## config.mk

```make
export PLATFORM = sky130hd
export DESIGN_NAME = load_store_unit
export DESIGN_NICKNAME = d
export VERILOG_FILES = /design/src/rtl/load_store_unit_pkg.sv /design/src/rtl/load_store_unit_align.sv /design/src/rtl/load_store_unit.sv
export SDC_FILE = /design/constraint.sdc
export NUM_CORES = 1
export LEC_CHECK = 0
export CAP_MARGIN = 0
export CORE_MARGIN = 5
export CORE_UTILIZATION = 50
export CTS_CLUSTER_SIZE = 20
export DETAILED_ROUTE_END_ITERATION = 6
export PLACE_DENSITY = 0.91
export SYNTH_ARGS = -nofsm -noshare
export SYNTH_HDL_FRONTEND = slang
export SYNTH_SLANG_ARGS = --single-unit
```

## constraint.sdc

```tcl
create_clock -name CLK -period 3.15 [get_ports CLK]
set_input_delay 0.315 -clock CLK [delete_from_list [all_inputs] [get_ports CLK]]
set_output_delay 0.315 -clock CLK [all_outputs]
set_load 0.05 [all_outputs]
```

## src/rtl/load_store_unit_pkg.sv

```systemverilog
// Shared constants for the load/store unit: op codes, FSM states and the
// default word and RAM sizes.
package load_store_unit_pkg;

  localparam int WORDSIZE    = 32;
  localparam int ROM_COL_MAX = 1024;

  localparam logic [2:0] OP_B  = 3'b000;
  localparam logic [2:0] OP_H  = 3'b001;
  localparam logic [2:0] OP_W  = 3'b010;
  localparam logic [2:0] OP_BU = 3'b100;
  localparam logic [2:0] OP_HU = 3'b101;

  typedef enum logic [1:0] {
    IDLE,
    READ,
    WRITE,
    RESP
  } lsu_state_t;

endpackage

```

## src/rtl/load_store_unit_align.sv

```systemverilog
// Combinational lane logic for the big-endian load/store unit: request
// checking, load lane extraction with extension, and store lane merging.
module lsu_align
  import load_store_unit_pkg::*;
#(
  parameter int XLEN      = WORDSIZE,
  parameter int MEM_BYTES = ROM_COL_MAX
) (
  input  logic [2:0]      op,
  input  logic            we,
  input  logic [XLEN-1:0] addr,
  input  logic [XLEN-1:0] rd_word,
  input  logic [XLEN-1:0] mod_word,
  input  logic [XLEN-1:0] wdata,
  output logic [XLEN-1:0] load_data,
  output logic [XLEN-1:0] merged,
  output logic            err
);

  logic [4:0]      byte_shift;
  logic [4:0]      half_shift;
  logic [7:0]      lane_b;
  logic [15:0]     lane_h;
  logic [XLEN-1:0] mask;
  logic [XLEN-1:0] ins;
  logic [XLEN:0]   end_addr;
  logic            illegal;
  logic            misaligned;
  logic            out_of_range;

  // Big-endian: offset 0 is the most significant lane, so shift by (3-off)*8.
  assign byte_shift = {~addr[1:0], 3'b000};
  assign half_shift = {~addr[1], 4'b0000};
  assign lane_b     = 8'(rd_word >> byte_shift);
  assign lane_h     = 16'(rd_word >> half_shift);

  always_comb begin
    load_data = '0;
    case (op)
      OP_B:    load_data = {{(XLEN-8){lane_b[7]}}, lane_b};
      OP_BU:   load_data = {{(XLEN-8){1'b0}}, lane_b};
      OP_H:    load_data = {{(XLEN-16){lane_h[15]}}, lane_h};
      OP_HU:   load_data = {{(XLEN-16){1'b0}}, lane_h};
      OP_W:    load_data = rd_word;
      default: load_data = '0;
    endcase
  end

  always_comb begin
    mask = '1;
    ins  = wdata;
    if (op[1:0] == 2'b00) begin
      mask = XLEN'(8'hFF) << byte_shift;
      ins  = XLEN'(wdata[7:0]) << byte_shift;
    end else if (op[1:0] == 2'b01) begin
      mask = XLEN'(16'hFFFF) << half_shift;
      ins  = XLEN'(wdata[15:0]) << half_shift;
    end
    merged = (mod_word & ~mask) | ins;
  end

  // One extra bit on the end address keeps the bounds compare free of wrap.
  assign end_addr     = {1'b0, addr[XLEN-1:2], 2'b00} + (XLEN+1)'(4);
  assign out_of_range = end_addr > (XLEN+1)'(MEM_BYTES);
  assign illegal      = (op[1:0] == 2'b11) || (op == 3'b110) || (op[2] && we);
  assign misaligned   = ((op[1:0] == 2'b01) && addr[0]) ||
                        ((op[1:0] == 2'b10) && (addr[1:0] != 2'b00));
  assign err          = illegal || misaligned || out_of_range;

endmodule

```

## src/rtl/load_store_unit.sv

```systemverilog
// Load/store master for the single-port data RAM; sub-word stores are done
// as read-modify-write of the aligned word.
module load_store_unit
  import load_store_unit_pkg::*;
#(
  parameter int MEM_BYTES = ROM_COL_MAX,
  parameter int XLEN      = WORDSIZE
) (
  input  logic            CLK,
  input  logic            reset,
  input  logic            req_valid,
  output logic            req_ready,
  input  logic [2:0]      req_op,
  input  logic            req_we,
  input  logic [XLEN-1:0] req_addr,
  input  logic [XLEN-1:0] req_wdata,
  output logic            resp_valid,
  input  logic            resp_ready,
  output logic [XLEN-1:0] resp_rdata,
  output logic            resp_err,
  output logic [XLEN-1:0] mem_addr,
  output logic [XLEN-1:0] mem_write_data,
  output logic            mem_read,
  output logic            mem_write,
  input  logic [XLEN-1:0] mem_read_data
);

  lsu_state_t      state;
  lsu_state_t      next_state;
  logic [2:0]      op_q;
  logic            we_q;
  logic [XLEN-1:0] addr_q;
  logic [XLEN-1:0] wdata_q;
  logic [XLEN-1:0] word_q;
  logic [XLEN-1:0] rdata_q;
  logic            err_q;

  logic [2:0]      op_sel;
  logic            we_sel;
  logic [XLEN-1:0] addr_sel;
  logic [XLEN-1:0] load_data;
  logic [XLEN-1:0] merged;
  logic            chk_err;

  // In IDLE the checker looks at the incoming request, afterwards at the captured one.
  assign op_sel   = (state == IDLE) ? req_op   : op_q;
  assign we_sel   = (state == IDLE) ? req_we   : we_q;
  assign addr_sel = (state == IDLE) ? req_addr : addr_q;

  lsu_align #(.XLEN(XLEN), .MEM_BYTES(MEM_BYTES)) u_align (
    .op        (op_sel),
    .we        (we_sel),
    .addr      (addr_sel),
    .rd_word   (mem_read_data),
    .mod_word  (word_q),
    .wdata     (wdata_q),
    .load_data (load_data),
    .merged    (merged),
    .err       (chk_err)
  );

  always_ff @(posedge CLK) begin
    if (reset) begin
      state   <= IDLE;
      op_q    <= '0;
      we_q    <= 1'b0;
      addr_q  <= '0;
      wdata_q <= '0;
      word_q  <= '0;
      rdata_q <= '0;
      err_q   <= 1'b0;
    end else begin
      state <= next_state;
      case (state)
        IDLE: if (req_valid) begin
          op_q    <= req_op;
          we_q    <= req_we;
          addr_q  <= req_addr;
          wdata_q <= req_wdata;
          err_q   <= chk_err;
          rdata_q <= '0;
        end
        READ: begin
          word_q <= mem_read_data;
          if (!we_q) rdata_q <= load_data;
        end
        default: ;
      endcase
    end
  end

  always_comb begin
    next_state = state;
    case (state)
      IDLE: if (req_valid) begin
        if (chk_err)                              next_state = RESP;
        else if (!req_we || req_op[1:0] != 2'b10) next_state = READ;
        else                                      next_state = WRITE;
      end
      READ:    next_state = we_q ? WRITE : RESP;
      WRITE:   next_state = RESP;
      RESP:    if (resp_ready) next_state = IDLE;
      default: next_state = IDLE;
    endcase
  end

  always_comb begin
    req_ready      = (state == IDLE);
    resp_valid     = (state == RESP);
    resp_rdata     = '0;
    resp_err       = 1'b0;
    mem_read       = 1'b0;
    mem_write      = 1'b0;
    mem_addr       = '0;
    mem_write_data = '0;
    case (state)
      READ: begin
        mem_read = 1'b1;
        mem_addr = {addr_q[XLEN-1:2], 2'b00};
      end
      WRITE: begin
        mem_write      = 1'b1;
        mem_addr       = {addr_q[XLEN-1:2], 2'b00};
        mem_write_data = merged;
      end
      RESP: begin
        resp_rdata = rdata_q;
        resp_err   = err_q;
      end
      default: ;
    endcase
  end

endmodule

```

==> results of run 1 <==
## Yosys cell counts (3+ instances only)
| cell | count |
|---|---|
| inv_1 | 6 |
| nor2_1 | 87 |
| mux4_2 | 7 |
| buf_4 | 4 |
| nand4_1 | 7 |
| and2_1 | 65 |
| a222oi_1 | 24 |
| o21ai_1 | 4 |
| nor3_1 | 6 |
| buf_2 | 8 |
| nand4b_1 | 5 |
| o31ai_1 | 3 |
| clkbuf_1 | 52 |
| mux2i_1 | 73 |
| o211a_1 | 8 |
| nand2b_1 | 9 |
| a21oi_1 | 132 |
| a21boi_0 | 10 |
| ha_1 | 5 |
| nor2_2 | 3 |
| o21ai_0 | 11 |
| xor2_1 | 3 |
| nand3b_1 | 8 |
| nor4_1 | 4 |
| xnor2_1 | 3 |
| mux2_2 | 5 |
| dfxtp_1 | 135 |
| nand3_1 | 12 |
| nand2_1 | 193 |
| nor2b_1 | 22 |
| buf_6 | 5 |
| and3_1 | 4 |
| a22oi_1 | 13 |
## layout by cell type, fill, tap and decap left out, types with 9 or more instances in the layout
cell type        count
nor2_1              85
a22oi_1             13
o21ai_0             11
nand2b_1             9
a21oi_1            131
nand2_1            192
clkbuf_16           17
clkdlybuf4s50_1    168
dfxtp_1            133
a222oi_1            24
mux2i_1             72
buf_4               30
and2_1              64
nand3_1             12
buf_12              35
## area by class of cell
type	count	area [µm²]
Antenna cell	1	2.50
Clock buffer	21	460
Clock inverter	11	148
Fill cell	1037	4040
Inverter	6	22.5
Multi-Input combinational cell	774	4950
Sequential cell	135	2710
Tap cell	211	264
Timing Repair Buffer	238	2660
## timing repair
| item | in CTS | in global routing |
|---|---|---|
| setup buffers | 3 | 2 |
| setup endpoints to repair | 34 | 29 |
| pin swaps | 6 | 6 |
| gates resized for setup | 14 | 12 |
## worst max-delay path: stages (launching register included)
cell      delay, ns
dfxtp_2        0.34
inv_2          0.09
ha_4           0.20
buf_4          0.17
mux2_4         0.38
nor3_4         0.20
nor2_4         0.09
buf_12         0.14
a222oi_1       0.48
nor2b_4        0.09
buf_12         0.17
## registers in the layout, indices dropped and copies added (netlist names)
name and count:
state 2, rdata_q 32, addr_q 32, we_q 1, wdata_q 32, err_q 1, word_q 32, op_q 3
## final timing paths
path | end | slack (ns) | cells past startpoint
max reg2reg | state[1]$_SDFFE_PP0P_ | 0.21 | 11
min reg2reg | op_q[2]$_SDFFE_PP0P_ | 0.45 | 2
max | mem_write_data[9] | 0.04 | 10
min | word_q[16]$_SDFFE_PP0P_ | 0.41 | 2
## through the flow
step / hold WS (ns) / TNS, ns / util, %
final: 0.409 / 0 / 73.5
after global routing: 0.420 / -0.0452 / 73.5
after CTS: 0.389 / 0 / 73.2
after detailed placement: 0.446 / -0.0170 / 68.5
after global placement: 0.441 / 0 / 68.5
after floorplan: 0.436 / 0 / -
## cell families (layout without fill, tap and decap cells)
| logic type | count (synthesis) | in the layout | synth area share, % |
|---|---|---|---|
| simple gates | 440 | 440 | 27.4 |
| flops | 135 | 135 | 34.7 |
| compound gates | 234 | 234 | 19.4 |
| buf+inv | 77 | 276 | 4.51 |
| xor+xnor | 6 | 6 | 0.674 |
| other cells | 1 | 3 | 0.0481 |
| mux | 87 | 87 | 12.5 |
| fa+ha+maj | 5 | 5 | 0.802 |
## routing by layer
metal | wire length, µm | track usage (%)
met5 | 13 | 0
met1 | 10400 | 35.7
met2 | 13000 | 48.4
met3 | 2800 | 7.90
met4 | 1160 | 14.1
## where the power goes
group / leakage [µW] / switching [µW] / internal (µW)
Combinational: 0.00287 / 2930 / 2000
Sequential: 0.00110 / 311 / 2060
Clock: 0.000286 / 771 / 1290
Total: 0.00425 / 4010 / 5340
==> results.md, run 1 <==
- Chip Height: 135 µm
- DP HPWL: 19.5 mm
- CTS tree: yes
- Cell Area, Synth: 7800 µm²
- Core area: 15300 µm²
- WS Path Type: reg -> out
- Die ar.: 18200 µm²
- Number of hold buffers added after CTS: 0
- Register area share after synthesis: 34.7%
- #FFs+latches synth: 135
- Pre-CTS setup slack: -0.0170 ns
- IO buf count: 202
- Max Slew Vio Count: 0
- Worst Path Required: 2.83 ns
- Fmax: 322 MHz
- Share of the synthesized area in the top cell type: 34.7%
- Row count: 45
- Worst Max-Slew Pin Slew: 0.713 ns
- FFs w/ async S/R, synth: 0%
- Fin worst setup slack: 0.0428 ns
- Vias in the first global route: 8134
- Cell taking the most area after synthesis: dfxtp_1
- Synth Flop Type: dfxtp_1
- Routed vias/inst: 5.99
- Worst-path clk slew: 0.06 ns
- Post-synth cell types: 69
- FF-to-FF Start: state[0]$_SDFFE_PP0P_
- Total Power: 9350 µW
- Total gr overflow: 0
- Hold wc startpoint: reset
- Maximum clock path buffer count: 2
- Layout cell share with drive strength beyond 1: 14.6%
- CTS Sinks: 135
- Global-route wire length before repair: 42.6 mm
- Static Leak: 0.00425 µW
- Effective utilization at floorplan: 51.1%
- CP Capture Type: output pin
- Worst slew margin: 52.5%
- Mapped Cells: 985
- Crit path time final: 3.11 ns
- CTS H-tree depth: 4
- Synthesis Warnings: 0
- Final hold vios: 0
- HP Class: in -> reg
- DP Cell Count: 1359
- Area contributors post-synth: dfxtp_1 (35%), mux2i_1 (9.4%), nand2_1 (9.3%), a21oi_1 (8.5%), and2_1 (5.2%)
- Pwr dens: 833 nW/µm²
- Outcome: finished, violations left
- Chip width: 135 µm
- RePlAce Congestion: 0.930
- Routed length per instance: 19.6 µm
- Clock root cell: clkbuf_16
- Count of flip-flops with a built-in enable after synthesis: 0
- Failing checks: DRC
- Routed wire length: 27.4 mm
- # setup viols final: 0
- Post-Layout Cell Count: 1397
- Layout Nets: 1281
- First-pass DRT Iterations: 7
- CTS Buf Count: 17
- CP max FO: 8
- Setup crit start: state[1]$_SDFFE_PP0P_
- Peak supply drop: 0.581 mV
- Clock Skew: 0.00581 ns
- Vias: 8374
- CP startpoint kind: flop
- Post-route ant nets: 0
- DRC viols: 16
- Period utilization: 98.6%
- Maxcap violations: 0
- Pin count of the biggest net entering global routing: 60
- Iter 0 DRT Violations: 832
- Mean Syn Cell Area: 7.91 µm²
- IO Count: 205
- Post-Place Cell Area: 10400 µm²
- GRT Resource Usage Total: 29.4%
- Worst skew pair latency: 0.43 ns
- Antenna violations before repair: 2
- CP arrival: 2.79 ns
- Syn-to-layout area delta: 43.9%
- Design Area, Final: 11200 µm²
Note: power is estimated with default switching activity, not from simulation.
==> inputs of run 2 (changes only) <==
- RECOVER_POWER: unset -> 100
==> run 2 against run 1 <==
Net effect:
- worst setup slack improved by 0.025 ns
- the run still ends with DRC left
- worst hold slack got worse by 0.0057 ns
- critical path type unchanged
- combinational power about the same
- sequential share of layout area barely moved
- first-iteration DRC count increased by 9.5%
- clock-buffer cell count stayed put
- non-clock buffer count unchanged
- utilization decreased by 0.090 points
- global-route usage is the same
==> results.md, run 2 (same netlist as run 1, synthesis figures left out) <==
- Pin count of the biggest net entering global routing: 60 (unchanged)
- CP max FO: 8 (unchanged)
- Total gr overflow: 0 (unchanged)
- Routed vias/inst: 5.97 (-0.33%)
- Chip Height: 135 µm (unchanged)
- CTS tree: yes
- Max Slew Vio Count: 0 (unchanged)
- Crit path time final: 3.08 ns (-0.0251 ns)
- Min Hold Slack: 0.404 ns (-0.00568 ns)
- Routed wire length: 27.4 mm (about the same)
- Design Area, Final: 11200 µm² (-0.12%)
- IO Count: 205 (unchanged)
- Clock root cell: clkbuf_16
- Vias: 8346 (-0.33%)
- Row count: 45 (unchanged)
- Total Negative Setup Slacks: 0 ns (unchanged)
- Layout Nets: 1281 (unchanged)
- Post-Layout Cell Count: 1397 (unchanged)
- HP Class: in -> reg
- Final core occ: 73.4% (-0.090 points)
- DP HPWL: 19.5 mm (unchanged)
- Failing checks: DRC
- Routed length per instance: 19.6 µm (about the same)
- Period utilization: 97.8% (-0.80 points)
- Clock Skew: 0.00566 ns (-0.000145 ns)
- Effective utilization at floorplan: 51.1% (unchanged)
- Commonest cells after routing, fill and taps aside: nand2_1 (193), clkdlybuf4s50_1 (168), dfxtp_1 (133)
- CP Capture Type: output pin
- Pwr dens: 834 nW/µm² (about the same)
- CTS Sinks: 135 (unchanged)
- Peak supply drop: 0.586 mV (+0.78%)
- Worst-path clk slew: 0.06 ns (about the same)
- RePlAce Congestion: 0.930 (unchanged)
- Final hold vios: 0 (unchanged)
- CP arrival: 2.77 ns (-0.02 ns)
- Worst slew margin: 25.9% (-27 points)
- IO buf count: 202 (unchanged)
- CTS Buf Count: 17 (unchanged)
- # setup viols final: 0 (unchanged)
- Chip width: 135 µm (unchanged)
- Number of hold buffers added after CTS: 0 (unchanged)
- Global-route wire length before repair: 42.6 mm (unchanged)
- Worst Max-Slew Pin Slew: 1.11 ns (+0.398 ns)
- Vias in the first global route: 8134 (unchanged)
- Maximum clock path buffer count: 2 (unchanged)
- Outcome: finished, violations left
- Layout cell share with drive strength beyond 1: 14.3% (-0.25 points)
- Die ar.: 18200 µm² (unchanged)
- Post-Place Cell Area: 10400 µm² (unchanged)
- CTS H-tree depth: 4 (unchanged)
- Core area: 15300 µm² (unchanged)
- First-pass DRT Iterations: 7 (unchanged)
- Worst skew pair latency: 0.43 ns (about the same)
- WS Path Type: reg -> out
- Worst Path Required: 2.83 ns (about the same)
- Syn-to-layout area delta: 43.7%
- Maxcap violations: 0 (unchanged)
- GRT Resource Usage Total: 29.4% (unchanged)
- Static Leak: 0.00425 µW (about the same)
- Post-route ant nets: 0 (unchanged)
- DP Cell Count: 1359 (unchanged)
- Commonest non-fill, non-tap cell in the layout: nand2_1
- CP startpoint kind: flop
- Iter 0 DRT Violations: 911 (+9.5%)
- Antenna violations before repair: 2 (unchanged)
- DRC viols: 16 (unchanged)
- Fill count: 1043 (+0.58%)
- Fmax: 324 MHz (+0.81%)
-- run 2: final timing paths --
| check | start | end | slack [ns] | cells past startpoint |
|---|---|---|---|---|
| setup / recovery | state[0]$_SDFFE_PP0P_ | mem_write_data[9] | 0.07 | 10 |
| hold / removal | reset | word_q[11]$_SDFFE_PP0P_ | 0.40 | 2 |
| setup reg to reg | state[0]$_SDFFE_PP0P_ | state[1]$_SDFFE_PP0P_ | 0.16 | 11 |
| hold reg to reg | op_q[2]$_SDFFE_PP0P_ | op_q[2]$_SDFFE_PP0P_ | 0.45 | 2 |
-- run 2: what timing repair did --
item	CTS	global route
endpoints found under the setup margin	34	29
gates cloned	0	0
resized for setup	14	12
setup buffers	3	2
pin swaps	6	6
-- run 2: cell type report --
class                           count  area, µm²  area share (%)
Clock inverter                     11        148            1.32
Timing Repair Buffer              238       2660            23.7
Clock buffer                       21        460            4.11
Multi-Input combinational cell    774       4950            44.2
Inverter                            6       22.5           0.201
Antenna cell                        1       2.50          0.0223
Tap cell                          211        264            2.36
Sequential cell                   135       2710            24.1
-- run 2: per-layer routing --
metal | routed length [µm] | part of all wire, % | vias to the layer above | global-route usage [%]
met5 | 19 | 0.069 | - | 0
met4 | 1270 | 4.6 | 2 | 14.1
met3 | 2880 | 10 | 121 | 7.90
met2 | 12900 | 47 | 525 | 48.4
met1 | 10300 | 38 | 3860 | 35.7
li1 | - | - | 3838 | -
-- run 2: stage by stage --
stage	total power, µW	setup slack [ns]
finish	9340	0.0679
global route	9780	-0.0106
CTS	9190	0.0102
detailed placement	6900	-0.0170
global placement	6790	0.159
floorplan	5550	0.0761
-- run 2: worst max-delay path: stages (launching register included) --
cell and delay, ns:
dfxtp_2 0.34, inv_2 0.09, ha_4 0.20, buf_4 0.17
mux2_4 0.38, nor3_4 0.20, nor2_4 0.09, buf_12 0.14
a222oi_1 0.46, nor2b_4 0.09, buf_12 0.17
-- run 2: report_power, final --
group / total, µW / switching [µW] / internal, µW
clock: 2060 / 771 / 1290
combinational: 4920 / 2920 / 2000
sequential: 2370 / 313 / 2060
total: 9340 / 4010 / 5340
